--- src/rtl/branch_resolve_ctrl_pkg.sv ---
// branch_resolve_ctrl_pkg: branch opcodes, REGIMM subcodes, FSM states and branch decode
package branch_resolve_ctrl_pkg;
  localparam logic [5:0] OP_BRANCHS = 6'b000001;
  localparam logic [5:0] OP_BEQ     = 6'b000100;
  localparam logic [5:0] OP_BNE     = 6'b000101;
  localparam logic [5:0] OP_BLEZ    = 6'b000110;
  localparam logic [5:0] OP_BGTZ    = 6'b000111;
  localparam logic [4:0] OP_BLTZ    = 5'b00000;
  localparam logic [4:0] OP_BGEZ    = 5'b00001;
  localparam logic [4:0] OP_BLTZAL  = 5'b10000;
  localparam logic [4:0] OP_BGEZAL  = 5'b10001;
  typedef enum logic {S_IDLE, S_WAIT} state_t;
  function automatic logic is_branch(input logic [5:0] op, input logic [4:0] rt);
    return (op inside {OP_BEQ, OP_BNE, OP_BLEZ, OP_BGTZ}) ||
           (op == OP_BRANCHS && (rt inside {OP_BLTZ, OP_BGEZ, OP_BLTZAL, OP_BGEZAL}));
  endfunction
endpackage

--- src/rtl/branch_resolve_ctrl_if.sv ---
// branch_resolve_ctrl_if: ID-stage, forwarding and resolve signals of the branch controller
interface branch_resolve_ctrl_if #(parameter int ADDR_W = 32);
  logic              flush, id_valid;
  logic [5:0]        id_op;
  logic [4:0]        id_rs, id_rt;
  logic [15:0]       id_imm;
  logic [ADDR_W-1:0] id_pc;
  logic [31:0]       rf_rs_data, rf_rt_data;
  logic              ex_regwrite;
  logic [4:0]        ex_wreg;
  logic              mem_regwrite, mem_memtoreg;
  logic [4:0]        mem_wreg;
  logic [31:0]       mem_aluout;
  logic              stall_f, stall_d, branch_taken, link_we, wait_err;
  logic [ADDR_W-1:0] pc_branch, link_data;
  modport master (
    output flush, id_valid, id_op, id_rs, id_rt, id_imm, id_pc, rf_rs_data, rf_rt_data,
           ex_regwrite, ex_wreg, mem_regwrite, mem_memtoreg, mem_wreg, mem_aluout,
    input  stall_f, stall_d, branch_taken, pc_branch, link_we, link_data, wait_err
  );
  modport slave (
    input  flush, id_valid, id_op, id_rs, id_rt, id_imm, id_pc, rf_rs_data, rf_rt_data,
           ex_regwrite, ex_wreg, mem_regwrite, mem_memtoreg, mem_wreg, mem_aluout,
    output stall_f, stall_d, branch_taken, pc_branch, link_we, link_data, wait_err
  );
endinterface

--- src/rtl/branch_resolve_ctrl_branch_cond.sv ---
// branch_cond: combinational MIPS branch condition evaluator
module branch_cond
  import branch_resolve_ctrl_pkg::*;
(
  input  logic [31:0] a,
  input  logic [31:0] b,
  input  logic [5:0]  op,
  input  logic [4:0]  rt,
  output logic        taken
);
  always_comb
    taken = op == OP_BEQ     ? a == b :
            op == OP_BNE     ? a != b :
            op == OP_BLEZ    ? a[31] | ~|a :
            op == OP_BGTZ    ? ~a[31] & |a :
            op == OP_BRANCHS ? (rt inside {OP_BGEZ, OP_BGEZAL}) ^ a[31] :
            1'b0;
endmodule

--- src/rtl/branch_resolve_ctrl.sv ---
// branch_resolve_ctrl: ID-stage branch operand select, hazard stall FSM and resolve.
// Optional BRANCH_STATS_EN adds resolve/taken/stall-cycle counters.
module branch_resolve_ctrl
  import branch_resolve_ctrl_pkg::*;
#(
  parameter int ADDR_W   = 32,
  parameter int MAX_WAIT = 4
) (
  input  logic clk,
  input  logic rst,
  branch_resolve_ctrl_if.slave bus
`ifdef BRANCH_STATS_EN
  ,
  output logic [31:0] stat_branches,
  output logic [31:0] stat_taken,
  output logic [31:0] stat_stall_cycles
`endif
);
  localparam int CW = $clog2(MAX_WAIT + 2);
  localparam logic [CW-1:0] SAT = CW'(MAX_WAIT + 1);
  state_t state, state_n;
  logic [CW-1:0] cnt, cnt_n;
  logic [31:0] a, b;
  logic is_br, need_rt, haz_rs, haz_rt, fwd_rs, fwd_rt, hazard, stall, resolve, cond, taken, wait_err;
  assign is_br   = bus.id_valid & is_branch(bus.id_op, bus.id_rt);
  assign need_rt = bus.id_op inside {OP_BEQ, OP_BNE};
  // $0 can never be produced by an in-flight instruction
  assign haz_rs = |bus.id_rs & ((bus.ex_regwrite & bus.ex_wreg == bus.id_rs) |
                  (bus.mem_regwrite & bus.mem_memtoreg & bus.mem_wreg == bus.id_rs));
  assign haz_rt = |bus.id_rt & ((bus.ex_regwrite & bus.ex_wreg == bus.id_rt) |
                  (bus.mem_regwrite & bus.mem_memtoreg & bus.mem_wreg == bus.id_rt));
  assign fwd_rs = |bus.id_rs & bus.mem_regwrite & bus.mem_wreg == bus.id_rs;
  assign fwd_rt = |bus.id_rt & bus.mem_regwrite & bus.mem_wreg == bus.id_rt;
  assign a = fwd_rs ? bus.mem_aluout : bus.rf_rs_data;
  assign b = fwd_rt ? bus.mem_aluout : bus.rf_rt_data;
  assign hazard = is_br & (haz_rs | (need_rt & haz_rt));
  branch_cond u_cond (.a(a), .b(b), .op(bus.id_op), .rt(bus.id_rt), .taken(cond));
  always_comb begin
    stall   = ~bus.flush & hazard;
    resolve = ~bus.flush & is_br & ~hazard;
    state_n = stall ? S_WAIT : S_IDLE;
    cnt_n   = ~stall ? '0 : state == S_IDLE ? CW'(1) : cnt == SAT ? cnt : cnt + CW'(1);
  end
  always_ff @(posedge clk)
    if (rst) begin
      state    <= S_IDLE;
      cnt      <= '0;
      wait_err <= 1'b0;
    end else begin
      state    <= state_n;
      cnt      <= cnt_n;
      wait_err <= wait_err | (cnt_n > CW'(MAX_WAIT));
    end
  assign taken            = resolve & cond;
  assign bus.stall_f      = stall;
  assign bus.stall_d      = stall;
  assign bus.branch_taken = taken;
  assign bus.link_we      = resolve & bus.id_op == OP_BRANCHS & bus.id_rt[4];
  assign bus.pc_branch    = bus.id_pc + ADDR_W'(4) + {{(ADDR_W-18){bus.id_imm[15]}}, bus.id_imm, 2'b00};
  assign bus.link_data    = bus.id_pc + ADDR_W'(8);
  assign bus.wait_err     = wait_err;
`ifdef BRANCH_STATS_EN
  always_ff @(posedge clk)
    if (rst) begin
      stat_branches     <= '0;
      stat_taken        <= '0;
      stat_stall_cycles <= '0;
    end else begin
      stat_branches     <= stat_branches + 32'(resolve);
      stat_taken        <= stat_taken + 32'(taken);
      stat_stall_cycles <= stat_stall_cycles + 32'(stall);
    end
`endif
endmodule
--- src/flat_wrapper.sv ---
// flat-port wrapper written by rule: the top's interface ports become plain ports
module branch_resolve_ctrl_flat import branch_resolve_ctrl_pkg::*;
#(
  parameter int ADDR_W   = 32,
  parameter int MAX_WAIT = 4
)
  (clk, rst, bus_flush, bus_id_valid, bus_id_op, bus_id_rs, bus_id_rt, bus_id_imm, bus_id_pc, bus_rf_rs_data, bus_rf_rt_data, bus_ex_regwrite, bus_ex_wreg, bus_mem_regwrite, bus_mem_memtoreg, bus_mem_wreg, bus_mem_aluout, bus_stall_f, bus_stall_d, bus_branch_taken, bus_pc_branch, bus_link_we, bus_link_data, bus_wait_err);
  branch_resolve_ctrl_if #(.ADDR_W(ADDR_W)) bus_i ();
  input  logic clk;
  input  logic rst;
  input wire logic [$bits(bus_i.flush)-1:0] bus_flush;
  input wire logic [$bits(bus_i.id_valid)-1:0] bus_id_valid;
  input wire logic [$bits(bus_i.id_op)-1:0] bus_id_op;
  input wire logic [$bits(bus_i.id_rs)-1:0] bus_id_rs;
  input wire logic [$bits(bus_i.id_rt)-1:0] bus_id_rt;
  input wire logic [$bits(bus_i.id_imm)-1:0] bus_id_imm;
  input wire logic [$bits(bus_i.id_pc)-1:0] bus_id_pc;
  input wire logic [$bits(bus_i.rf_rs_data)-1:0] bus_rf_rs_data;
  input wire logic [$bits(bus_i.rf_rt_data)-1:0] bus_rf_rt_data;
  input wire logic [$bits(bus_i.ex_regwrite)-1:0] bus_ex_regwrite;
  input wire logic [$bits(bus_i.ex_wreg)-1:0] bus_ex_wreg;
  input wire logic [$bits(bus_i.mem_regwrite)-1:0] bus_mem_regwrite;
  input wire logic [$bits(bus_i.mem_memtoreg)-1:0] bus_mem_memtoreg;
  input wire logic [$bits(bus_i.mem_wreg)-1:0] bus_mem_wreg;
  input wire logic [$bits(bus_i.mem_aluout)-1:0] bus_mem_aluout;
  output wire logic [$bits(bus_i.stall_f)-1:0] bus_stall_f;
  output wire logic [$bits(bus_i.stall_d)-1:0] bus_stall_d;
  output wire logic [$bits(bus_i.branch_taken)-1:0] bus_branch_taken;
  output wire logic [$bits(bus_i.pc_branch)-1:0] bus_pc_branch;
  output wire logic [$bits(bus_i.link_we)-1:0] bus_link_we;
  output wire logic [$bits(bus_i.link_data)-1:0] bus_link_data;
  output wire logic [$bits(bus_i.wait_err)-1:0] bus_wait_err;
  assign bus_i.flush = bus_flush;
  assign bus_i.id_valid = bus_id_valid;
  assign bus_i.id_op = bus_id_op;
  assign bus_i.id_rs = bus_id_rs;
  assign bus_i.id_rt = bus_id_rt;
  assign bus_i.id_imm = bus_id_imm;
  assign bus_i.id_pc = bus_id_pc;
  assign bus_i.rf_rs_data = bus_rf_rs_data;
  assign bus_i.rf_rt_data = bus_rf_rt_data;
  assign bus_i.ex_regwrite = bus_ex_regwrite;
  assign bus_i.ex_wreg = bus_ex_wreg;
  assign bus_i.mem_regwrite = bus_mem_regwrite;
  assign bus_i.mem_memtoreg = bus_mem_memtoreg;
  assign bus_i.mem_wreg = bus_mem_wreg;
  assign bus_i.mem_aluout = bus_mem_aluout;
  assign bus_stall_f = bus_i.stall_f;
  assign bus_stall_d = bus_i.stall_d;
  assign bus_branch_taken = bus_i.branch_taken;
  assign bus_pc_branch = bus_i.pc_branch;
  assign bus_link_we = bus_i.link_we;
  assign bus_link_data = bus_i.link_data;
  assign bus_wait_err = bus_i.wait_err;
  branch_resolve_ctrl #(.ADDR_W(ADDR_W), .MAX_WAIT(MAX_WAIT)) u_core (.clk(clk), .rst(rst), .bus(bus_i));
endmodule
--- config.mk ---
export PLATFORM = sky130hd
export DESIGN_NAME = branch_resolve_ctrl_flat
export DESIGN_NICKNAME = d
export VERILOG_FILES = /design/src/rtl/branch_resolve_ctrl_pkg.sv /design/src/rtl/branch_resolve_ctrl_if.sv /design/src/rtl/branch_resolve_ctrl_branch_cond.sv /design/src/rtl/branch_resolve_ctrl.sv /design/src/flat_wrapper.sv
export SDC_FILE = /design/constraint.sdc
export NUM_CORES = 1
export LEC_CHECK = 0
export BUFFER_PORTS_ARGS = -buffer_cell sky130_fd_sc_hd__buf_2
export CORE_ASPECT_RATIO = 0.6
export CORE_MARGIN = 2
export CORE_UTILIZATION = 50
export DETAILED_ROUTE_END_ITERATION = 16
export GPL_ROUTABILITY_DRIVEN = 1
export PLACE_DENSITY = 0.9
export SETUP_SLACK_MARGIN = 0.4
export SKIP_LAST_GASP = 1
export SLEW_MARGIN = 5
export SYNTH_ARGS = -nofsm -noshare
export SYNTH_HDL_FRONTEND = slang
export SYNTH_HIERARCHICAL = 1
export SYNTH_SLANG_ARGS = --single-unit
--- constraint.sdc ---
create_clock -name clk -period 5.3 [get_ports clk]
set_input_delay 0.265 -clock clk [delete_from_list [all_inputs] [get_ports clk]]
set_output_delay 0.265 -clock clk [all_outputs]
set_load 0.01 [all_outputs]
# == After elaboration in Yosys (flattened, before gate mapping) ==
# Cells that the tools add are included.
# W data, S select, Z words.
# totals
regBits,5
in_bits,177
output_inout_bits,69
elab_cells,75
# op_classes
addsub,4
n_lt_le_gt_ge,1
n_eq_ne,15
n_mux,11
n_bitwise,30
reduce_logical,11
# ops
operator,n
$mux W32,2
$add A32 B3 Y32 const B,1
$add A32 B32 Y32,1
$add A32 B4 Y32 const B,1
$eq A32 B32 Y1,1
$ne A32 B32 Y1,1
$reduce_or A32 Y1,1
$eq A6 B3 Y1 const B,4
$and A1 B1 Y1,21
$eq A5 B5 Y1,4
$eq A5 B5 Y1 const B,2
$reduce_or A5 Y1,2
$mux W3,3
$reduce_bool A4 Y1,2
$eq A6 B1 Y1 const B,1
$mux W1,6
$eq A5 B1 Y1 const B,1
$logic_not A5 Y1,1
$or A1 B1 Y1,5
$reduce_bool A2 Y1,2
$add A3 B1 Y3 const B,1
$eq A3 B3 Y1 const B,1
$gt A3 B3 Y1 const B,1
$not A1 Y1,3
other kinds (4),4

# == Depth between registers and ports, before layout ==
# logic_depth
word_depth,11
mapped_depth,15
mapped_depth_nobuf,13

# == Modules after synthesis ==
# The synthesis kept the hierarchy.
# by_module_without_submodules
mod,instances,cells_per_inst,area_per_inst_um2,seq_area_each_um2
branch_resolve_ctrl,1,468,3761.1,100.1
branch_cond,1,69,529.3,0.0

# == Worst setup path after synthesis ==
# OpenSTA, ideal clock, no wires.
# synth_timing
path_type,input-to-output
startpoint,input port bus_id_rt[1]
endpoint,output port bus_branch_taken
t_arrival_ns,2.695
slack_ns,2.340
path_stages,14
path_buffers,2
cell_sequence,or3_1 -> nor3_1 -> and3b_1 -> clkbuf_1 -> buf_2 -> mux2_1 -> xor2_1 -> nor4_2 -> nand4_1 -> nor2_2 -> xnor2_1 -> o21ai_1 -> inv_1 -> nor2_1
# synth_lines
item,line_no,source
from (decl),flat_wrapper.sv:15,input wire logic [$bits(bus_i.id_rt)-1:0] bus_id_rt;
$reduce_or A5 Y1,branch_resolve_ctrl.sv:33,assign fwd_rt = |bus.id_rt & bus.mem_regwrite & bus.mem_wreg == bus.id_rt;
$and A1 B1 Y1,branch_resolve_ctrl.sv:33,
$and A1 B1 Y1 (*),branch_resolve_ctrl.sv:33,
$mux W32 (*),branch_resolve_ctrl.sv:35,assign b = fwd_rt ? bus.mem_aluout : bus.rf_rt_data;
net u_core.b[15],branch_resolve_ctrl.sv:23,"logic [31:0] a, b;"
$ne A32 B32 Y1,branch_resolve_ctrl_branch_cond.sv:13,op == OP_BNE ? a != b :
$mux W1,branch_resolve_ctrl_branch_cond.sv:13,
$mux W1 (*),branch_resolve_ctrl_branch_cond.sv:12,taken = op == OP_BEQ ? a == b :
net u_core.cond,branch_resolve_ctrl.sv:24,"logic is_br, need_rt, haz_rs, haz_rt, fwd_rs, fwd_rt, hazard, stall, resolve, cond, taken, wait_err;"
$and A1 B1 Y1 (*),branch_resolve_ctrl.sv:54,assign taken = resolve & cond;
to (decl),flat_wrapper.sv:28,output wire logic [$bits(bus_i.branch_taken)-1:0] bus_branch_taken;
# The timed path passes the listed nets; every way through them passes the cells marked *.

# == Final worst setup path ==
# layout_timing
startpoint,input port bus_id_rs[4]
endpoint,output port bus_branch_taken
# layout_via
elab_chain_cells,11
# layout_lines
item,line_no,source
from (decl),flat_wrapper.sv:14,input wire logic [$bits(bus_i.id_rs)-1:0] bus_id_rs;
$reduce_or A5 Y1,branch_resolve_ctrl.sv:32,assign fwd_rs = |bus.id_rs & bus.mem_regwrite & bus.mem_wreg == bus.id_rs;
$and A1 B1 Y1,branch_resolve_ctrl.sv:32,
$and A1 B1 Y1 (*),branch_resolve_ctrl.sv:32,
$mux W32 (*),branch_resolve_ctrl.sv:34,assign a = fwd_rs ? bus.mem_aluout : bus.rf_rs_data;
net u_core.a[0],branch_resolve_ctrl.sv:23,
$reduce_or A32 Y1,"branch_resolve_ctrl_branch_cond.sv:14, branch_resolve_ctrl_branch_cond.sv:15",
$and A1 B1 Y1 or $logic_not A1 Y1 (tied branches),"branch_resolve_ctrl_branch_cond.sv:15, branch_resolve_ctrl_branch_cond.sv:14",
$mux W1 or $or A1 B1 Y1 (tied branches),"branch_resolve_ctrl_branch_cond.sv:15, branch_resolve_ctrl_branch_cond.sv:14",
$mux W1,branch_resolve_ctrl_branch_cond.sv:14,op == OP_BLEZ ? a[31] | ~|a :
$mux W1,branch_resolve_ctrl_branch_cond.sv:13,
$mux W1 (*),branch_resolve_ctrl_branch_cond.sv:12,
net u_core.cond,branch_resolve_ctrl.sv:24,
$and A1 B1 Y1 (*),branch_resolve_ctrl.sv:54,
# Marked as above.

==> impl_metrics.env <==
export IMPL_cts_buffers_inserted=3
export IMPL_setup_tns_ps=0
export IMPL_wl_per_cell_um=17.42
export IMPL_core_area_um2=8426
export IMPL_cp_start_kind="input pin"
export IMPL_p_int_w=0.0004093
export IMPL_htree_levels=1
export IMPL_yosysUniqueCellTypes=61
export IMPL_routed_wl_um=15330
export IMPL_tritoncts="yes"
export IMPL_dieArea_um2=9362
export IMPL_drv_cap=0
export IMPL_cts_hold_fix_buffers=0
export IMPL_fp_dieW_um=123.6
export IMPL_hp_class="input pin to flop"
export IMPL_dr_total_vias=5164
export IMPL_cts_resized=0
export IMPL_hold_slack_ps=387.0
export IMPL_synth_edf_count=0
export IMPL_switchingPower_w=0.0003656
export IMPL_syn_cell_area_um2=4290
export IMPL_worstMarginPinSlew_ps=551.3
export IMPL_gp_congestion=1.012
export IMPL_fin_util=0.6693
export IMPL_status="finished clean"
export IMPL_fmax_ghz=0.2604
export IMPL_synthFlopType="dfxtp_1"
export IMPL_timing_final_crit_share=0.7247
export IMPL_clkLatencyLatePin_ps=230
export IMPL_grt_max_degree=33
export IMPL_numPortBuffers=239
export IMPL_rows=26
export IMPL_cts_buffer_depth=2
export IMPL_final_cell_mix="buf_2, ha_1, xor2_1, mux2_1, xnor2_1"
export IMPL_grt_pass1_vias=4818
export IMPL_fin_crit_ps=3841
export IMPL_cp_required_ps=5040
export IMPL_synth_nets=775
export IMPL_timing_slew_headroom=0.6230
export IMPL_start_util=0.5092
export IMPL_netlist_instances=537
export IMPL_drt_antenna_violating_nets=0
export IMPL_final_hold_viol_count=0
export IMPL_antenna_found_initial=3
export IMPL_synthArstFlopShare=0
export IMPL_crit_path_max_fanout=32
export IMPL_syn_to_final_growth_pct=31.44
export IMPL_finalClockSkew_ps=1.663
export IMPL_rsz0062_at_grt="false"
export IMPL_pwr_share_clk=0.161
export IMPL_viasPerCell=5.868
export IMPL_drt_initial_drc_count=432
export IMPL_powerDensity_nw_per_um2=137.4
export IMPL_yosysSeqAreaShare=0.02333
export IMPL_drive_above_1_share=0.3490
export IMPL_pwr_share_seq=0.049
export IMPL_worstPathArrival_ps=3580
export IMPL_dpl_worst_slack_ps=1651
export IMPL_die_y_um=75.75
export IMPL_r2r_cells=5
export IMPL_overflow=0
export IMPL_fin_ws_ps=1459
export IMPL_switching_share=0.4718
export IMPL_drc_errors=0
export IMPL_peakVddDrop_mv=0.08164
export IMPL_grt_pass1_wl_um=22740
export IMPL_cp_end_kind="output port"
export IMPL_dp_hpwl_um=13050
export IMPL_ys_warn_count=6
export IMPL_path_class="input pin to output port"
export IMPL_layout_commonest_cell="buf_2"
export IMPL_grt_use_total=0.3024
export IMPL_firstDrtPassIters=5
export IMPL_comb_power_share=0.790
export IMPL_clockRootBuffer="clkbuf_16"
export IMPL_ys_ff_latch=5
export IMPL_cts_sinks=5
export IMPL_drv_slew=0
export IMPL_post_cts_setup_buffer_count=0
export IMPL_syn_mean_instance_area_um2=7.990
export IMPL_nNetsFinal=1004
export IMPL_setup_viol=0
export IMPL_io_pins=246
export IMPL_whs_path_depth=3
export IMPL_path_clk_slew_ps=30
export IMPL_power_leakage_nw=2.782
[critical path: stages]
cell     delay, ps
buf_2          140
xnor2_1        250
nand3_1        220
nor3_2         200
buf_4          400
mux2_2         400
nor4_1         480
nand4_1        220
o21ai_0        240
mux2i_1        260
nand2_1         70
o21ai_1         90
inv_1           70
nor2_1         120
buf_2          140
[cells in the mapped netlist, types with 8 or more instances]
cell type | count | area, um^2
ha_1 | 60 | 750.7
nand2_1 | 28 | 105.1
mux2_1 | 53 | 596.8
nor3_1 | 14 | 70.07
xnor2_1 | 48 | 420.4
o21ai_0 | 9 | 45.04
nand4_1 | 11 | 68.82
a21oi_1 | 24 | 120.1
inv_1 | 20 | 75.07
mux2_2 | 11 | 123.9
and3_1 | 13 | 81.33
xor2_1 | 58 | 508.0
nand3_1 | 25 | 125.1
nor2_1 | 28 | 105.1
a21o_1 | 11 | 82.58
and4_1 | 8 | 70.07
nor4_1 | 15 | 93.84
[sequential cells by signal, summed over array words and instances (netlist names)]
| register | cells |
|---|---|
| u_core/bus.wait_err | 1 |
| u_core/cnt | 3 |
| u_core/state | 1 |
[cell type report]
type / instances / area (um^2)
inverter: 21 / 78.83
multi-input combinational: 494 / 4023
clock buffer: 4 / 78.83
timing repair buffer: 241 / 1211
tap: 112 / 140.1
sequential: 5 / 100.1
antenna: 3 / 7.507
fill: 714 / 2786
[kinds of logic (layout without fill, tap and decap cells)]
kind of cell    Yosys count  count (layout)  synth area share
compound gates           91              91            0.1455
xor+xnor                106             106            0.2164
fa+ha+maj                61              61            0.1796
buf+inv                  38             266           0.04024
flops                     5               5           0.02333
mux                      65              65            0.1703
other cells               0               3                 0
simple gates            171             171            0.2246
[path summary, 6_finish.rpt]
kind                                                startpoint                              to  slack [ps]
worst max register to register        u_core/cnt[0]$_SDFF_PP0_  u_core/bus.wait_err$_SDFF_PP0_        3570
worst max-delay path                              bus_id_rs[4]                bus_branch_taken        1460
worst min-delay path                                       rst         u_core/state$_SDFF_PP0_         390
worst min register to register  u_core/bus.wait_err$_SDFF_PP0_  u_core/bus.wait_err$_SDFF_PP0_         490
[metal layers]
layer | global-route usage | vias to the layer above | share of wire
met5 | 0 | - | 0
met4 | 0.06313 | 0 | 0.014
met3 | 0.03293 | 26 | 0.076
met2 | 0.5440 | 262 | 0.48
met1 | 0.3959 | 2415 | 0.43
li1 | - | 2461 | -
[power by group through the flow]
| stage | clock [W] | combinational, W | sequential [W] |
|---|---|---|---|
| 5_1_grt | 0.000130 | 0.000664 | 0.0000378 |
| 6_report | 0.000125 | 0.000612 | 0.0000379 |
| 3_3_place_gp | 0 | 0.000577 | 0.0000384 |
| 3_5_place_dp | 0 | 0.000600 | 0.0000384 |
| 4_1_cts | 0.000126 | 0.000604 | 0.0000379 |
| 2_1_floorplan | 0 | 0.000371 | 0.0000384 |
[stage by stage]
stage	total power [W]	cell area [um^2]	cells
floorplan	0.0004095	4290	537
global placement	0.0006155	5553	873
detailed placement	0.0006385	5553	873
CTS	0.0007677	5632	877
global route	0.0008320	5639	880
finish	0.0007749	5639	880
Note: power is estimated with default switching activity, not from simulation.
